## config.mk

```make
export PLATFORM = sky130hd
export DESIGN_NAME = rtc_timestamp_tx_flat
export DESIGN_NICKNAME = d
export VERILOG_FILES = /design/src/rtl/rtc_ts_pkg.sv /design/src/rtl/rtc_timestamp_tx_if.sv /design/src/rtl/rtc_ts_byte_tx.sv /design/src/rtl/rtc_timestamp_tx.sv /design/src/flat_wrapper.sv
export SDC_FILE = /design/constraint.sdc
export NUM_CORES = 1
export LEC_CHECK = 0
export ABC_AREA = 1
export CAP_MARGIN = 20
export CELL_PAD_IN_SITES_DETAIL_PLACEMENT = 1
export CELL_PAD_IN_SITES_GLOBAL_PLACEMENT = 2
export CORE_MARGIN = 1.5
export CORE_UTILIZATION = 31
export CTS_BUF_LIST = sky130_fd_sc_hd__clkbuf_16
export DETAILED_ROUTE_END_ITERATION = 12
export PLACE_DENSITY_LB_ADDON = 0.1
export REMOVE_ABC_BUFFERS = 1
export SLEW_MARGIN = 30
export SYNTH_ARGS = -nofsm -noshare
export SYNTH_HDL_FRONTEND = slang
export SYNTH_SLANG_ARGS = --single-unit
```

## constraint.sdc

```tcl
create_clock -name clk -period 2.9 [get_ports clk]
set_input_delay 0.435 -clock clk [delete_from_list [all_inputs] [get_ports clk]]
set_output_delay 0.435 -clock clk [all_outputs]
set_load 0.02 [all_outputs]
```

## src/rtl/rtc_ts_pkg.sv

```systemverilog
// Shared constants, FSM encoding and packing helpers for the RTC timestamp transmitter.
package rtc_ts_pkg;

    localparam int MS_W     = 10;
    localparam int SEC_W    = 6;
    localparam int MIN_W    = 6;
    localparam int HOUR_W   = 5;
    localparam int DAY_W    = 5;
    localparam int TS_WIDTH = 32;

    localparam int NUM_BYTES = 5;
    localparam logic [7:0] DEF_SYNC_BYTE = 8'hA5;

    localparam int MS_LSB   = 0;
    localparam int SEC_LSB  = 10;
    localparam int MIN_LSB  = 16;
    localparam int HOUR_LSB = 22;
    localparam int DAY_LSB  = 27;

    typedef enum logic [1:0] {
        ST_IDLE  = 2'd0,
        ST_START = 2'd1,
        ST_DATA  = 2'd2,
        ST_STOP  = 2'd3
    } tx_state_e;

    typedef logic [2:0] byte_idx_t;

    function automatic logic [TS_WIDTH-1:0] pack_ts(
        input logic [MS_W-1:0]   ms,
        input logic [SEC_W-1:0]  sec,
        input logic [MIN_W-1:0]  min,
        input logic [HOUR_W-1:0] hour,
        input logic [DAY_W-1:0]  day
    );
        logic [TS_WIDTH-1:0] word;
        word = {TS_WIDTH{1'b0}};
        word[MS_LSB   +: MS_W]   = ms;
        word[SEC_LSB  +: SEC_W]  = sec;
        word[MIN_LSB  +: MIN_W]  = min;
        word[HOUR_LSB +: HOUR_W] = hour;
        word[DAY_LSB  +: DAY_W]  = day;
        return word;
    endfunction

    // Byte 0 is the sync header; bytes 1..4 walk the word from the MSB down.
    function automatic logic [7:0] frame_byte(
        input logic [TS_WIDTH-1:0] word,
        input byte_idx_t           idx,
        input logic [7:0]          sync
    );
        logic [7:0] b;
        case (idx)
            3'd0:    b = sync;
            3'd1:    b = word[31:24];
            3'd2:    b = word[23:16];
            3'd3:    b = word[15:8];
            3'd4:    b = word[7:0];
            default: b = 8'hFF;
        endcase
        return b;
    endfunction

endpackage

```

## src/rtl/rtc_timestamp_tx_if.sv

```systemverilog
// Capture request, RTC field inputs and serial/status outputs of the timestamp transmitter.
interface rtc_timestamp_tx_if;
    import rtc_ts_pkg::*;

    logic              capture;
    logic [MS_W-1:0]   millisec;
    logic [SEC_W-1:0]  sec;
    logic [MIN_W-1:0]  min;
    logic [HOUR_W-1:0] hour;
    logic [DAY_W-1:0]  day;
    logic              tx;
    logic              busy;
    logic              done;
    logic              overrun;

    modport master (
        output capture, millisec, sec, min, hour, day,
        input  tx, busy, done, overrun
    );

    modport slave (
        input  capture, millisec, sec, min, hour, day,
        output tx, busy, done, overrun
    );

endinterface

```

## src/rtl/rtc_ts_byte_tx.sv

```systemverilog
// 8N1 byte serialiser: start bit, eight data bits LSB first, stop bit, each CLKS_PER_BIT cycles.
module rtc_ts_byte_tx
    import rtc_ts_pkg::*;
#(
    parameter int CLKS_PER_BIT = 16
) (
    input  logic       clk,
    input  logic       reset,
    input  logic       i_load,
    input  logic [7:0] i_byte,
    output logic       o_tx,
    output logic       o_byte_done
);

    localparam int CNT_W = (CLKS_PER_BIT > 1) ? $clog2(CLKS_PER_BIT) : 1;
    localparam logic [CNT_W-1:0] CNT_LAST = CNT_W'(CLKS_PER_BIT - 1);
    localparam logic [CNT_W-1:0] CNT_ONE  = CNT_W'(1);
    localparam logic [CNT_W-1:0] CNT_ZERO = CNT_W'(0);

    tx_state_e        r_state, w_state_nx;
    logic [CNT_W-1:0] r_cnt,   w_cnt_nx;
    logic [2:0]       r_bit,   w_bit_nx;
    logic [7:0]       r_shift, w_shift_nx;
    logic             r_tx,    w_tx_nx;
    logic             w_bit_end;

    assign w_bit_end   = (r_cnt == CNT_LAST);
    // Asserted in the last stop-bit cycle so a following byte can load with no idle gap.
    assign o_byte_done = (r_state == ST_STOP) && w_bit_end;
    assign o_tx        = r_tx;

    // Next-state, baud count, shift path and next line level.
    always_comb begin
        w_state_nx = r_state;
        w_cnt_nx   = r_cnt;
        w_bit_nx   = r_bit;
        w_shift_nx = r_shift;
        w_tx_nx    = r_tx;
        case (r_state)
            ST_IDLE: begin
                w_cnt_nx = CNT_ZERO;
                if (i_load) begin
                    w_state_nx = ST_START;
                    w_shift_nx = i_byte;
                    w_tx_nx    = 1'b0;
                end else begin
                    w_tx_nx    = 1'b1;
                end
            end
            ST_START: begin
                if (w_bit_end) begin
                    w_state_nx = ST_DATA;
                    w_cnt_nx   = CNT_ZERO;
                    w_bit_nx   = 3'd0;
                    w_tx_nx    = r_shift[0];
                end else begin
                    w_cnt_nx   = r_cnt + CNT_ONE;
                end
            end
            ST_DATA: begin
                if (w_bit_end) begin
                    w_cnt_nx = CNT_ZERO;
                    if (r_bit == 3'd7) begin
                        w_state_nx = ST_STOP;
                        w_tx_nx    = 1'b1;
                    end else begin
                        w_bit_nx   = r_bit + 3'd1;
                        w_shift_nx = {1'b0, r_shift[7:1]};
                        w_tx_nx    = r_shift[1];
                    end
                end else begin
                    w_cnt_nx = r_cnt + CNT_ONE;
                end
            end
            ST_STOP: begin
                if (w_bit_end) begin
                    w_cnt_nx = CNT_ZERO;
                    if (i_load) begin
                        w_state_nx = ST_START;
                        w_shift_nx = i_byte;
                        w_tx_nx    = 1'b0;
                    end else begin
                        w_state_nx = ST_IDLE;
                        w_tx_nx    = 1'b1;
                    end
                end else begin
                    w_cnt_nx = r_cnt + CNT_ONE;
                end
            end
            default: begin
                w_state_nx = ST_IDLE;
                w_cnt_nx   = CNT_ZERO;
                w_tx_nx    = 1'b1;
            end
        endcase
    end

    // State and datapath registers; reset drops the line high mid-byte.
    always_ff @(posedge clk or posedge reset) begin
        if (reset) begin
            r_state <= ST_IDLE;
            r_cnt   <= CNT_ZERO;
            r_bit   <= 3'd0;
            r_shift <= 8'h00;
            r_tx    <= 1'b1;
        end else begin
            r_state <= w_state_nx;
            r_cnt   <= w_cnt_nx;
            r_bit   <= w_bit_nx;
            r_shift <= w_shift_nx;
            r_tx    <= w_tx_nx;
        end
    end

endmodule

```

## src/rtl/rtc_timestamp_tx.sv

```systemverilog
// Snapshots the RTC fields on capture and sends sync + 4-byte timestamp frames,
// with a one-deep pending slot for captures that arrive while a frame is on the wire.
module rtc_timestamp_tx
    import rtc_ts_pkg::*;
#(
    parameter int         CLKS_PER_BIT = 16,
    parameter logic [7:0] SYNC_BYTE    = DEF_SYNC_BYTE
) (
    input  logic                 clk,
    input  logic                 reset,
    rtc_timestamp_tx_if.slave    bus
);

    localparam byte_idx_t LAST_IDX = 3'(NUM_BYTES - 1);

    logic [TS_WIDTH-1:0] r_word,       w_word_nx;
    byte_idx_t           r_idx,        w_idx_nx;
    logic                r_active,     w_active_nx;
    logic                r_pend_valid, w_pend_valid_nx;
    logic [TS_WIDTH-1:0] r_pend_word,  w_pend_word_nx;
    logic                r_busy;
    logic                r_done;
    logic                r_overrun;
    logic                w_overrun_nx;

    logic [TS_WIDTH-1:0] w_snap;
    logic                w_load;
    logic [7:0]          w_load_byte;
    logic                w_byte_done;
    logic                w_frame_end;
    logic                w_tx;

    assign w_snap      = pack_ts(bus.millisec, bus.sec, bus.min, bus.hour, bus.day);
    assign w_frame_end = w_byte_done && (r_idx == LAST_IDX);

    rtc_ts_byte_tx #(
        .CLKS_PER_BIT (CLKS_PER_BIT)
    ) u_byte_tx (
        .clk         (clk),
        .reset       (reset),
        .i_load      (w_load),
        .i_byte      (w_load_byte),
        .o_tx        (w_tx),
        .o_byte_done (w_byte_done)
    );

    // Frame sequencing: start, byte advance, frame-end reload, pending capture and overrun.
    always_comb begin
        w_load          = 1'b0;
        w_load_byte     = SYNC_BYTE;
        w_word_nx       = r_word;
        w_idx_nx        = r_idx;
        w_active_nx     = r_active;
        w_pend_valid_nx = r_pend_valid;
        w_pend_word_nx  = r_pend_word;
        w_overrun_nx    = 1'b0;
        if (!r_active) begin
            if (bus.capture) begin
                w_load      = 1'b1;
                w_word_nx   = w_snap;
                w_idx_nx    = 3'd0;
                w_active_nx = 1'b1;
            end else begin
                w_load      = 1'b0;
            end
        end else if (w_frame_end) begin
            if (r_pend_valid) begin
                // Reload empties the slot, so a capture on this same edge refills it.
                w_load          = 1'b1;
                w_word_nx       = r_pend_word;
                w_idx_nx        = 3'd0;
                w_pend_valid_nx = bus.capture;
                w_pend_word_nx  = bus.capture ? w_snap : r_pend_word;
            end else if (bus.capture) begin
                w_load    = 1'b1;
                w_word_nx = w_snap;
                w_idx_nx  = 3'd0;
            end else begin
                w_active_nx = 1'b0;
            end
        end else begin
            if (w_byte_done) begin
                w_load      = 1'b1;
                w_idx_nx    = r_idx + 3'd1;
                w_load_byte = frame_byte(r_word, r_idx + 3'd1, SYNC_BYTE);
            end else begin
                w_load      = 1'b0;
            end
            if (bus.capture) begin
                if (!r_pend_valid) begin
                    w_pend_valid_nx = 1'b1;
                    w_pend_word_nx  = w_snap;
                end else begin
                    w_overrun_nx    = 1'b1;
                end
            end else begin
                w_overrun_nx = 1'b0;
            end
        end
    end

    // Sequencing state and registered status outputs.
    always_ff @(posedge clk or posedge reset) begin
        if (reset) begin
            r_word       <= {TS_WIDTH{1'b0}};
            r_idx        <= 3'd0;
            r_active     <= 1'b0;
            r_pend_valid <= 1'b0;
            r_pend_word  <= {TS_WIDTH{1'b0}};
            r_busy       <= 1'b0;
            r_done       <= 1'b0;
            r_overrun    <= 1'b0;
        end else begin
            r_word       <= w_word_nx;
            r_idx        <= w_idx_nx;
            r_active     <= w_active_nx;
            r_pend_valid <= w_pend_valid_nx;
            r_pend_word  <= w_pend_word_nx;
            r_busy       <= w_active_nx | w_pend_valid_nx;
            r_done       <= w_frame_end;
            r_overrun    <= w_overrun_nx;
        end
    end

    assign bus.tx      = w_tx;
    assign bus.busy    = r_busy;
    assign bus.done    = r_done;
    assign bus.overrun = r_overrun;

endmodule

```

## src/flat_wrapper.sv

```systemverilog
// flat-port wrapper written by rule: the top's interface ports become plain ports
module rtc_timestamp_tx_flat import rtc_ts_pkg::*;
#(
    parameter int         CLKS_PER_BIT = 16,
    parameter logic [7:0] SYNC_BYTE    = DEF_SYNC_BYTE
)
  (clk, reset, bus_capture, bus_millisec, bus_sec, bus_min, bus_hour, bus_day, bus_tx, bus_busy, bus_done, bus_overrun);
  rtc_timestamp_tx_if bus_i ();
  input  logic clk;
  input  logic reset;
  input wire logic [$bits(bus_i.capture)-1:0] bus_capture;
  input wire logic [$bits(bus_i.millisec)-1:0] bus_millisec;
  input wire logic [$bits(bus_i.sec)-1:0] bus_sec;
  input wire logic [$bits(bus_i.min)-1:0] bus_min;
  input wire logic [$bits(bus_i.hour)-1:0] bus_hour;
  input wire logic [$bits(bus_i.day)-1:0] bus_day;
  output wire logic [$bits(bus_i.tx)-1:0] bus_tx;
  output wire logic [$bits(bus_i.busy)-1:0] bus_busy;
  output wire logic [$bits(bus_i.done)-1:0] bus_done;
  output wire logic [$bits(bus_i.overrun)-1:0] bus_overrun;
  assign bus_i.capture = bus_capture;
  assign bus_i.millisec = bus_millisec;
  assign bus_i.sec = bus_sec;
  assign bus_i.min = bus_min;
  assign bus_i.hour = bus_hour;
  assign bus_i.day = bus_day;
  assign bus_tx = bus_i.tx;
  assign bus_busy = bus_i.busy;
  assign bus_done = bus_i.done;
  assign bus_overrun = bus_i.overrun;
  rtc_timestamp_tx #(.CLKS_PER_BIT(CLKS_PER_BIT), .SYNC_BYTE(SYNC_BYTE)) u_core (.clk(clk), .reset(reset), .bus(bus_i));
endmodule
```

; After elaboration in Yosys (flattened, before gate mapping)
; Cells that the tools add are included.
[op_classes]
addsub = 3
n_eq_ne = 21
muxes = 57
bitwise_logic = 1
n_reduce_logical = 13
[ops]
columns = cell, count
row1 = 2-to-1 mux 32 bit, 9
row2 = 2-to-1 mux 8 bit, 7
row3 = case mux 8 bit (5 select lines), 1
row4 = 2-to-1 mux 3 bit, 8
row5 = case mux 8 bit (3 select lines), 1
row6 = 2-to-1 mux 1 bit, 21
row7 = inequality test 2 bit (second input constant), 9
row8 = 2-to-1 mux 2 bit, 5
row9 = AND reduction 5 bit, 2
row10 = == test 3 bit (second input constant), 3
row11 = case mux 2 bit (4 select lines), 1
row12 = case mux 4 bit (2 select lines), 1
row13 = AND reduction 4 bit, 2
row14 = adder 3 x 1 -> 3 bit (second input constant), 2
row15 = == test 3 x 2 -> 1 bit (second input constant), 2
row16 = case mux 3 bit (2 select lines), 1
row17 = adder 4 x 1 -> 4 bit (second input constant), 1
row18 = == test 2 bit (second input constant), 2
row19 = == test 4 bit (second input constant), 1
row20 = 2-to-1 mux 4 bit, 1
row21 = case mux 1 bit (4 select lines), 1
row22 = nonzero test 2 bit, 2
row23 = == test 3 x 1 -> 1 bit (second input constant), 1
row24 = zero test 3 bit, 1
row25 = other kinds (9), 10
[word_totals]
regBits = 90
word_cells = 108

; Depth between registers and ports, before layout
[depth]
word_depth = 9
depth_mapped = 12

; Hierarchy
; Synthesis repeated with hierarchy kept, for this count alone.
[hier_totals]
hier_cells = 645
area_unflattened_um2 = 4978.5
[modules_own_cells]
columns = module, instances, cells_each, area_each_um2
row1 = rtc_timestamp_tx, 1, 500, 3857.4
row2 = rtc_ts_byte_tx, 1, 145, 1121.1

; Worst setup path after synthesis
; Ideal clock, no wire load.
[synth_path]
path_kind = register -> register
from = register u_core.r_idx[0]
to = register u_core.u_byte_tx.r_shift[1]
arrival_time_ps = 1756
setup_slack_ps = 1079
path_stages_with_launch = 10
cell_sequence = dfrtp_1 > ha_1 > ha_1 > nand2_1 > nand2_1 > nor2_1 > nor3_1 > o21ai_0 > nand2_1 > nand2_1
[synth_via]
elab_chain_cells = 9
elab_cells_between_ends = 17
classes_between = add/sub: 1 / eq/ne: 5 / mux: 9 / reduce/logical: 2
[synth_lines]
columns = item, line
row1 = from (decl), rtc_timestamp_tx.sv:17  ; byte_idx_t r_idx, w_idx_nx;
row2 = from (signal assigned), rtc_timestamp_tx.sv:115  ; r_idx <= w_idx_nx;
row3 = adder 3 x 1 -> 3 bit, rtc_timestamp_tx.sv:85  ; w_load_byte = frame_byte(r_word, r_idx + 3'd1, SYNC_BYTE);
row4 = "== test 3 bit, or another cell as far along", rtc_ts_pkg.sv:53  ; case (idx)
row5 = case mux 8 bit (5 select lines), rtc_ts_pkg.sv:53
row6 = 2-to-1 mux 8 bit, rtc_timestamp_tx.sv:82  ; if (w_byte_done) begin
row7 = 2-to-1 mux 8 bit, rtc_timestamp_tx.sv:66  ; end else if (w_frame_end) begin
row8 = 2-to-1 mux 8 bit, rtc_timestamp_tx.sv:57  ; if (!r_active) begin
row9 = 2-to-1 mux 8 bit (*), "rtc_ts_byte_tx.sv:42, rtc_ts_byte_tx.sv:78"
row10 = 2-to-1 mux 8 bit, rtc_ts_byte_tx.sv:76  ; if (w_bit_end) begin
row11 = case mux 8 bit (3 select lines) (*), rtc_ts_byte_tx.sv:39  ; case (r_state)
row12 = to (signal assigned), rtc_ts_byte_tx.sv:110  ; r_shift <= w_shift_nx;
row13 = to (decl), rtc_ts_byte_tx.sv:23  ; logic [7:0] r_shift, w_shift_nx;
; Every way passes the cells marked *; elsewhere a longest branch is shown, timed or not. The select of a mux whose other input is x is not followed.
; A chain may end at the register's enable or synchronous reset.

; Final worst setup path
[layout_path]
from = register u_core.r_idx[0]
to = register u_core.u_byte_tx.r_shift[4]
; Same word-level chain as after synthesis.

==> metrics.cfg <==
[run_status]
status=finished clean

[timing]
fin_tns_setup_ns=0
rsz0062_at_grt=false
slew_headroom_pct=49.5
final-max-slew-violation-count=0
hold_viol=0
finClkSkew_ns=0.00541
min_period_over_period_pct=82.2
setup_viol=0
layout_min_cycle_time_ns=2.38
max_clock_freq_mhz=419
tightestPinTransition_ns=0.757

[synth]
netlist_instances=572
ys_seq_area_share_pct=48.7
ys_types=29
synth_seq_cells=90
yosys_warnings=0
synth_area_per_cell_um2=8.08
syn_area_um2=4620

[clock_tree]
clock-sinks=90
cts_setup_buffers=0
cts_tree=yes
cts_made_buffers=9
clock_latency_ns=0.34
ctsHoldBuffers=0
max-clock-path-buffers=2
path_clk_slew_ns=0.06
cts.htree.levels=3
cts_root_buffer=clkbuf_16
cts_resized=0

[power]
power_density_nw_per_um2=614
leakage_nw=2.61
ir_drop_uv=271

[grt]
grt_pass1_wl_mm=22.2
grt.total_usage_pct=17.6
antenna_found_initial=0
overflow=0
grt_pass1_vias=4329
grt_max_degree=65

[critical_path]
cp_max_fo=14
timing.rr.start=u_core.r_idx[0]$_DFFE_PP0P_
arrival_ns=2.67
start_kind=register
critPathLaunch=u_core.r_idx[0]$_DFFE_PP0P_
crit_type=register to register
worst-r2r-setup-slack_ns=0.52
worstPathRequired_ns=3.18
cp-end-kind=register

[routing]
wl_mm=12.9
drt_iter0_markers=172
vias_per_cell=5.02
drc=0
ant_nets=0
wl_met2_mm=5.87
routedWlPerCell_um=16.3
dr.max_layer_used=met4
wl_met3_um=325
num_vias=3952
met1Wirelength_mm=6.38
first_pass_iters=4

[finish]
drive_gt1_share_pct=6.13
fin_cells=788
antenna_cells=0
fin_area_um2=5380
nets=651
area_delta_synth_final_pct=16.4

[floorplan]
core_um2=14500
row_count=44
die_area_um2=15700
die_w_um=125
die_h_um=125
floorplan.initialDensity_pct=31.8
pin_count=39

[placement]
place_inst=773
dp_hpwl_mm=9.10
placedInstanceArea_um2=5130
globalplace.congestion=0.747
portBuffers=38

[min_path]
hp-start=u_core.u_byte_tx.r_cnt[0]$_DFF_PP0_
hold_class=register to register

[run]
maxCapViolations=0

report_power, final:
group	switching (mW)	internal, mW
clock	0.484	0.563
combinational	0.452	0.274
sequential	0.112	1.42
total	1.05	2.26
critical path, cell delays in order (launching register included):
cell     delay [ns]
dfrtp_1        0.43
ha_1           0.25
ha_1           0.47
nand2_1        0.22
nand2_1        0.07
nor2_1         0.47
nor3_1         0.10
o21ai_0        0.18
nand2_1        0.08
nand2_1        0.05
state kept, by name (all words and copies together) (netlist names):
name,count
u_core.u_byte_tx.o_tx,1
u_core.r_active,1
u_core.bus.busy,1
u_core.r_pend_word,32
u_core.r_pend_valid,1
u_core.r_idx,3
u_core.r_word,32
u_core.u_byte_tx.r_shift,8
u_core.u_byte_tx.r_state,2
u_core.bus.overrun,1
u_core.u_byte_tx.r_bit,3
u_core.bus.done,1
u_core.u_byte_tx.r_cnt,4
Yosys cell counts:
| library cell | n | area [um^2] |
|---|---|---|
| nand3_1 | 54 | 270 |
| o21bai_1 | 1 | 7.51 |
| nand3_4 | 1 | 17.5 |
| a21oi_1 | 35 | 175 |
| nand2_2 | 5 | 31.3 |
| nand2_4 | 1 | 11.3 |
| ha_1 | 16 | 200 |
| buf_2 | 9 | 45.0 |
| nor2_4 | 1 | 11.3 |
| inv_4 | 1 | 6.26 |
| buf_6 | 7 | 78.8 |
| nor2_1 | 20 | 75.1 |
| dfrtp_1 | 89 | 2230 |
| dfstp_2 | 1 | 26.3 |
| o21ai_1 | 1 | 5.00 |
| a31oi_1 | 32 | 200 |
| nand2_1 | 193 | 724 |
| clkbuf_1 | 12 | 45.0 |
| nor2_2 | 1 | 6.26 |
| inv_1 | 27 | 101 |
| nand4_1 | 2 | 12.5 |
| nor2_8 | 1 | 20.0 |
| buf_4 | 3 | 22.5 |
| nor3_1 | 5 | 25.0 |
| a41oi_1 | 1 | 8.76 |
| o21ai_0 | 49 | 245 |
| inv_2 | 2 | 7.51 |
| a22o_1 | 1 | 8.76 |
| nand3b_1 | 1 | 7.51 |
final timing paths:
kind / end / cells past startpoint
min: u_core.u_byte_tx.r_cnt[0]$_DFF_PP0_ / 1
min reg2reg: u_core.u_byte_tx.r_cnt[0]$_DFF_PP0_ / 1
max in group asynchronous: u_core.r_word[3]$_DFFE_PP0P_ / 3
min in group asynchronous: u_core.bus.done$_DFF_PP0_ / 2
max: u_core.u_byte_tx.r_shift[4]$_DFFE_PP0P_ / 9
max reg2reg: u_core.u_byte_tx.r_shift[4]$_DFFE_PP0P_ / 9
cell type report:
type / instances / area [um^2]
Inverter: 30 / 116
Clock inverter: 6 / 26.3
Clock buffer: 9 / 225
Fill cell: 1799 / 9150
Timing Repair Buffer: 48 / 468
Sequential cell: 90 / 2250
Tap cell: 184 / 230
Multi-Input combinational cell: 421 / 2060
per-layer routing:
layer	vias to the layer above	GRT usage (%)
met5	-	0
met4	0	6.08
met3	19	2.61
met2	50	29.1
met1	1922	23.6
li1	1961	-
kinds of logic after synthesis:
| group | count (synthesis) | synth area share (%) |
|---|---|---|
| simple gates | 285 | 26.2 |
| compound gates | 120 | 14.1 |
| flops | 90 | 48.7 |
| buf+inv | 61 | 6.63 |
| fa+ha+maj | 16 | 4.33 |
cell usage in the layout, fill, tap and decap left out:
master and n:
clkbuf_16 9, nor2_2 1, inv_4 1, nor2_4 1, nand2_1 193, dfrtp_1 89, nand3b_1 1, nor3_1 5
nor2_8 1, nand3_4 1, nor2_1 20, clkinv_1 2, nand3_1 54, clkinv_2 4, inv_1 27, buf_4 9
a21oi_1 35, ha_1 16, nand2_4 1, nand2_2 5, clkdlybuf4s50_1 38, a22o_1 1, o21ai_1 1, o21bai_1 1
o21ai_0 49, buf_12 1, dfstp_2 1, a41oi_1 1, a31oi_1 32, nand4_1 2, inv_2 2
metrics by stage:
| stage | util (%) | power (mW) | hold slack [ns] | worst slack [ns] |
|---|---|---|---|---|
| 2_1_floorplan | - | 2.03 | 0.429 | 0.131 |
| 3_3_place_gp | 35.3 | 2.27 | 0.451 | 0.560 |
| 3_5_place_dp | 35.3 | 2.30 | 0.461 | 0.525 |
| 4_1_cts | 37.0 | 3.36 | 0.473 | 0.511 |
| 5_1_grt | 37.0 | 3.54 | 0.486 | 0.278 |
| 6_report | 37.0 | 3.31 | 0.462 | 0.516 |
Note: power is estimated with default switching activity, not from simulation.
